===== src/rtl/pc_pkg.sv =====
// Shared types and constants for the fetch program-counter generator.
package pc_pkg;

  localparam int unsigned INC = 4;

  typedef enum logic [1:0] {
    ST_BOOT = 2'd0,
    ST_RUN  = 2'd1,
    ST_HALT = 2'd2
  } state_e;

  typedef enum logic [2:0] {
    SEL_TRAP  = 3'd0,
    SEL_MRET  = 3'd1,
    SEL_REDIR = 3'd2,
    SEL_RAS   = 3'd3,
    SEL_INC   = 3'd4,
    SEL_HOLD  = 3'd5
  } sel_e;

endpackage


===== src/rtl/pc_ras.sv =====
// Return-address stack: circular buffer with a saturating count; a push on a
// full stack overwrites the oldest entry, push+pop together replaces the top.
module pc_ras #(
  parameter int XLEN      = 32,
  parameter int RAS_DEPTH = 4
) (
  input  logic            CLK,
  input  logic            RST,
  input  logic            push,
  input  logic            pop,
  input  logic [XLEN-1:0] push_data,
  output logic [XLEN-1:0] top,
  output logic            empty
);
  import pc_pkg::*;

  localparam int PW = $clog2(RAS_DEPTH);
  localparam int CW = PW + 1;

  logic [XLEN-1:0] mem_q [RAS_DEPTH];
  logic [PW-1:0]   ptr_q, ptr_d;
  logic [CW-1:0]   cnt_q, cnt_d;
  logic [PW-1:0]   top_idx_s;
  logic [PW-1:0]   wr_idx_s;
  logic            wr_en_s;
  logic            pop_s;

  // ptr_q points at the next free slot, so the top lives one below it
  assign top_idx_s = ptr_q - PW'(1);
  assign empty     = (cnt_q == '0);
  assign top       = mem_q[top_idx_s];
  assign pop_s     = pop & ~empty;

  always_comb begin
    ptr_d    = ptr_q;
    cnt_d    = cnt_q;
    wr_en_s  = 1'b0;
    wr_idx_s = ptr_q;
    if (push && pop_s) begin
      wr_en_s  = 1'b1;
      wr_idx_s = top_idx_s;
    end else if (push) begin
      wr_en_s = 1'b1;
      ptr_d   = ptr_q + PW'(1);
      if (cnt_q != CW'(RAS_DEPTH)) begin
        cnt_d = cnt_q + CW'(1);
      end else begin
        cnt_d = cnt_q;
      end
    end else if (pop_s) begin
      ptr_d = top_idx_s;
      cnt_d = cnt_q - CW'(1);
    end else begin
      ptr_d = ptr_q;
    end
  end

  always_ff @(posedge CLK or posedge RST) begin
    if (RST) begin
      ptr_q <= '0;
      cnt_q <= '0;
      for (int i = 0; i < RAS_DEPTH; i++) begin
        mem_q[i] <= '0;
      end
    end else begin
      ptr_q <= ptr_d;
      cnt_q <= cnt_d;
      if (wr_en_s) begin
        mem_q[wr_idx_s] <= push_data;
      end
    end
  end

endmodule


===== src/rtl/pc_gen.sv =====
// RV32 fetch program-counter generator: boot/run/halt control, prioritised
// redirects (trap, mret, branch, RAS return) and sequential advance.
module pc_gen #(
  parameter int              XLEN      = 32,
  parameter logic [XLEN-1:0] RESET_VEC = 32'h00000000,
  parameter int              RAS_DEPTH = 4
) (
  input  logic            CLK,
  input  logic            RST,
  output logic [XLEN-1:0] Q,
  output logic            IF_VALID,
  input  logic            IF_READY,
  input  logic            STALL,
  input  logic            REDIRECT,
  input  logic [XLEN-1:0] REDIRECT_PC,
  input  logic            CALL,
  input  logic [XLEN-1:0] RET_ADDR,
  input  logic            RET,
  output logic            RAS_MISS,
  input  logic            TRAP,
  input  logic [XLEN-1:0] MTVEC,
  input  logic            MRET,
  output logic [XLEN-1:0] MEPC,
  input  logic            HALT_REQ,
  input  logic            RESUME,
  output logic            MISALIGN
);
  import pc_pkg::*;

  state_e          state_q, state_d;
  sel_e            sel_s;
  logic [XLEN-1:0] q_q, q_d;
  logic [XLEN-1:0] mepc_q, mepc_d;
  logic            if_valid_q, if_valid_d;
  logic            ras_miss_q, ras_miss_d;
  logic            misalign_q, misalign_d;
  logic [XLEN-1:0] ras_top_s;
  logic            ras_empty_s;
  logic            ras_pop_s;

  pc_ras #(.XLEN(XLEN), .RAS_DEPTH(RAS_DEPTH)) u_ras (
    .CLK       (CLK),
    .RST       (RST),
    .push      (CALL),
    .pop       (ras_pop_s),
    .push_data (RET_ADDR),
    .top       (ras_top_s),
    .empty     (ras_empty_s)
  );

  // A RET only pops when it actually wins the priority mux
  always_comb begin
    ras_pop_s = 1'b0;
    if (TRAP) begin
      sel_s = SEL_TRAP;
    end else if (MRET) begin
      sel_s = SEL_MRET;
    end else if (REDIRECT) begin
      sel_s = SEL_REDIR;
    end else if (RET && !ras_empty_s) begin
      sel_s     = SEL_RAS;
      ras_pop_s = 1'b1;
    end else if (if_valid_q && IF_READY && !STALL) begin
      sel_s = SEL_INC;
    end else begin
      sel_s = SEL_HOLD;
    end

    case (sel_s)
      SEL_TRAP:  q_d = MTVEC;
      SEL_MRET:  q_d = mepc_q;
      SEL_REDIR: q_d = {REDIRECT_PC[XLEN-1:2], 2'b00};
      SEL_RAS:   q_d = ras_top_s;
      SEL_INC:   q_d = q_q + XLEN'(INC);
      default:   q_d = q_q;
    endcase

    mepc_d     = TRAP ? q_q : mepc_q;
    misalign_d = (sel_s == SEL_REDIR) && (REDIRECT_PC[1:0] != 2'b00);
    ras_miss_d = RET && ras_empty_s;

    case (state_q)
      ST_BOOT: state_d = ST_RUN;
      ST_RUN:  state_d = (HALT_REQ && !RESUME) ? ST_HALT : ST_RUN;
      ST_HALT: state_d = RESUME ? ST_RUN : ST_HALT;
      default: state_d = ST_BOOT;
    endcase
    if_valid_d = (state_d == ST_RUN);
  end

  always_ff @(posedge CLK or posedge RST) begin
    if (RST) begin
      state_q    <= ST_BOOT;
      q_q        <= RESET_VEC;
      mepc_q     <= '0;
      if_valid_q <= 1'b0;
      ras_miss_q <= 1'b0;
      misalign_q <= 1'b0;
    end else begin
      state_q    <= state_d;
      q_q        <= q_d;
      mepc_q     <= mepc_d;
      if_valid_q <= if_valid_d;
      ras_miss_q <= ras_miss_d;
      misalign_q <= misalign_d;
    end
  end

  assign Q        = q_q;
  assign MEPC     = mepc_q;
  assign IF_VALID = if_valid_q;
  assign RAS_MISS = ras_miss_q;
  assign MISALIGN = misalign_q;

endmodule


===== config.mk =====
export PLATFORM = sky130hd
export DESIGN_NAME = pc_gen
export DESIGN_NICKNAME = d
export VERILOG_FILES = /design/src/rtl/pc_pkg.sv /design/src/rtl/pc_ras.sv /design/src/rtl/pc_gen.sv
export SDC_FILE = /design/constraint.sdc
export NUM_CORES = 1
export LEC_CHECK = 0
export ABC_AREA = 1
export BUFFER_PORTS_ARGS = -buffer_cell sky130_fd_sc_hd__buf_2
export CAP_MARGIN = 40
export CORE_ASPECT_RATIO = 0.8
export CORE_MARGIN = 2
export CORE_UTILIZATION = 52
export DETAILED_ROUTE_END_ITERATION = 10
export PLACE_DENSITY = 0.77
export SYNTH_ARGS = -nofsm -noshare
export SYNTH_HDL_FRONTEND = slang
export SYNTH_SLANG_ARGS = --single-unit

===== constraint.sdc =====
create_clock -name CLK -period 5.7 [get_ports CLK]
set_input_delay 0.57 -clock CLK [delete_from_list [all_inputs] [get_ports CLK]]
set_output_delay 0.57 -clock CLK [all_outputs]
set_load 0.1 [all_outputs]

==> impl_metrics.yaml <==
run_status:
  status: "complete, no violations"
synthesis:
  synth_ff_type: "dfrtp_1"
  syn-num-nets: 1569
  syn_area_per_cell_um2: 7.47
  synth.distinct_cells: 41
  yosys-top-cells-count: "621 x nand2_1, 202 x dfrtp_1, 119 x nor2_1"
  synthArstFlopShare_pct: 100
  synth_simple_gate_area_share_pct: 31.1
  seq_area_frac_synth_pct: 46.4
  syn-instance-count: 1458
  muxShareOfSynthArea_pct: 0.103
  synth_edf_count: 0
  synth_top_family_by_area: "simple AND/OR/NAND/NOR gates"
  yosysMostFrequentCell: "nand2_1"
  yosys.area.top_type_share_pct: 46.4
  synth-compound-area-share_pct: 13.5
  synth_xor_area_share_pct: 0.632
  ys_top_cells_by_area: "dfrtp_1 46%, nand2_1 21%, o21ai_2 5.1%"
  syn_area_um2: 10900
  yosysWarningCount: 0
  synthAdderAreaFrac_pct: 0.529
  synth_area_leader_cell: "dfrtp_1"
  ys_ff_latch: 202
worst_setup_path:
  crit_end: "Q[4]"
  end_kind: "register"
  critical_path_class: "input port to register"
  crit-reg2reg-capture: "Q[25]"
  worstPathArrival_ns: 3.63
  r2r-start: "IF_VALID"
  crit_path_max_fanout: 48
  r2r_cells: 9
  cp_data_required_time_ns: 6.15
  r2r_slack_ns: 2.79
  worst_setup_path_start_kind: "input port"
  crit_start: "TRAP"
floorplan:
  row_count: 47
  dieArea_um2: 22100
  core_um2: 20600
  die_height_um: 133
  die_w_um: 166
  ios: 174
  start_util_pct: 52.8
power_and_ir_drop:
  p_int_uw: 3510
  leakagePower_uw: 0.00639
  pwr-share-seq_pct: 36.2
  p_comb_share_pct: 42.3
  clkPwrFrac_pct: 21.4
  power_switching_uw: 2900
  swShare_pct: 45.3
  powerDensity_nw_per_um2: 515
  peakVddDrop_uv: 375
placed_design:
  io_buffer_count: 173
  hpwlAfterDp_mm: 21.6
  globalplace.congestion: 1.03
  place_area_um2: 11800
  dp.cells: 1839
clock_network:
  cts_resized: 0
  cts_tree: "built"
  clk_latency_ns: 0.51
  numCtsBuffers: 21
  cts_buffer_depth: 3
  htree_num_levels: 1
  clock-sinks: 202
  clkTransAtPathRegs_ns: 0.06
  cts_setup_buffers: 0
  clock-root-buffer: "clkbuf_16"
  holdBufCountCts: 0
finish:
  antennaDiodeCount: 0
  multi_input_area_um2: 5000
  fillers: 1907
  nets: 1704
  area_growth_pct: 14.2
  layout-drive-gt1-share_pct: 19.5
  fin_area_um2: 12400
  finalNonFillerCells: 1876
  seq_area_um2: 5050
routing:
  wl_per_cell_um: 16.6
  antenna_left: 0
  dr.pass1.iters: 6
  totalWireLength_mm: 31.2
  drc: 0
  via_count: 10185
  drt_iter0_drc: 1192
  viasPerCell: 5.43
hold_path:
  hold_class: "input port to async pin"
sta:
  setup_violations: 0
  hold_viol_final: 0
  slew_headroom_pct: 42.5
  slew_violations: 0
  holdWs_ns: 0.203
  fmax_mhz: 314
  rsz0062_at_grt: "no"
  layout_min_cycle_time_ns: 3.18
  tns_ns: 0
  clock_skew_ns: 0.0163
  worst_pin_slew_ns: 0.862
  fin_crit_sh_pct: 55.9
global_route:
  grt_max_degree: 123
  grt_pass1_wl_mm: 50.1
  antenna_found_initial: 0
  grt_pass1_vias: 9326
  overflow: 0
  grt_usage_pct: 28.2
job:
  maxCapViolCount: 0
-- how the worst min path moves through the flow --
| stage | startpoint | to | slack, ns | depth (start not counted) |
|---|---|---|---|---|
| final | RST | u_ras.mem_q[66] | 0.20 | 2 |
| after global routing | RST | u_ras.mem_q[66] | 0.26 | 2 |
| after CTS | RST | u_ras.mem_q[66] | 0.22 | 2 |
| after detailed placement | state_q[0] | state_q[1] | 0.46 | 1 |
| after global placement | state_q[0] | state_q[1] | 0.44 | 1 |
| after floorplan | state_q[0] | state_q[1] | 0.42 | 1 |
-- layer usage --
layer	part of all wire [%]	vias up	track usage, %
met5	0	-	0
met4	2.6	0	7.15
met3	8.9	53	5.64
met2	44	454	42.0
met1	45	4769	42.5
li1	-	4909	-
-- sequential cells by signal, summed over array words and instances, names as in the netlist --
register,flops
IF_VALID,1
MEPC,32
MISALIGN,1
Q,32
RAS_MISS,1
state_q,2
u_ras.cnt_q,3
u_ras.mem_q,128
u_ras.ptr_q,2
-- worst max-delay path: stages --
cell,delay (ns)
buf_2,0.46
inv_2,0.47
nand3_2,0.23
inv_2,0.24
nor2_1,0.19
nand3_2,0.60
inv_2,0.54
nand2_1,0.10
nand2_1,0.08
nand2_1,0.05
nand3_1,0.06
-- cells in the final DEF (no fill, tap or decap), drive strengths merged, types with 5 or more instances in the layout --
cell type  count
a21oi         20
a22oi         11
or2            5
a21boi         7
dfrtp        202
nand4          9
buf          181
nand3         72
inv          104
xor2           5
nor2         124
nand2        627
clkbuf        31
o21ai        179
-- cells by family after synthesis --
| family | count (synthesis) |
|---|---|
| simple gates | 842 |
| xor+xnor | 7 |
| flops | 202 |
| buf+inv | 173 |
| fa+ha+maj | 4 |
| compound gates | 229 |
| mux | 1 |
-- per-stage QoR --
| stage | worst slack (ns) | util (%) | total power, uW |
|---|---|---|---|
| after CTS | 2.58 | 60.3 | 6430 |
| final | 2.52 | 60.3 | 6410 |
| after detailed placement | 2.06 | 56.9 | 5050 |
| after global placement | 2.17 | 56.7 | 4930 |
| after global routing | 2.19 | 60.3 | 6820 |
| after floorplan | 2.51 | - | 4450 |
-- power groups by stage --
stage	sequential, uW	clock [uW]	combinational, uW
floorplan	2870	0	1580
global placement	2320	0	2620
detailed placement	2330	0	2720
CTS	2310	1390	2730
global route	2390	1450	2980
finish	2320	1370	2710
-- layout make-up --
| type | instances | area share, % |
|---|---|---|
| clock buffers | 31 | 5.01 |
| flip-flops and latches | 202 | 40.6 |
| multi-input cells | 1083 | 40.2 |
| repair buffers | 181 | 7.77 |
| well taps | 269 | 2.71 |
| inverters | 104 | 3.21 |
| clock inverters | 6 | 0.473 |
Note: power is estimated with default switching activity, not from simulation.
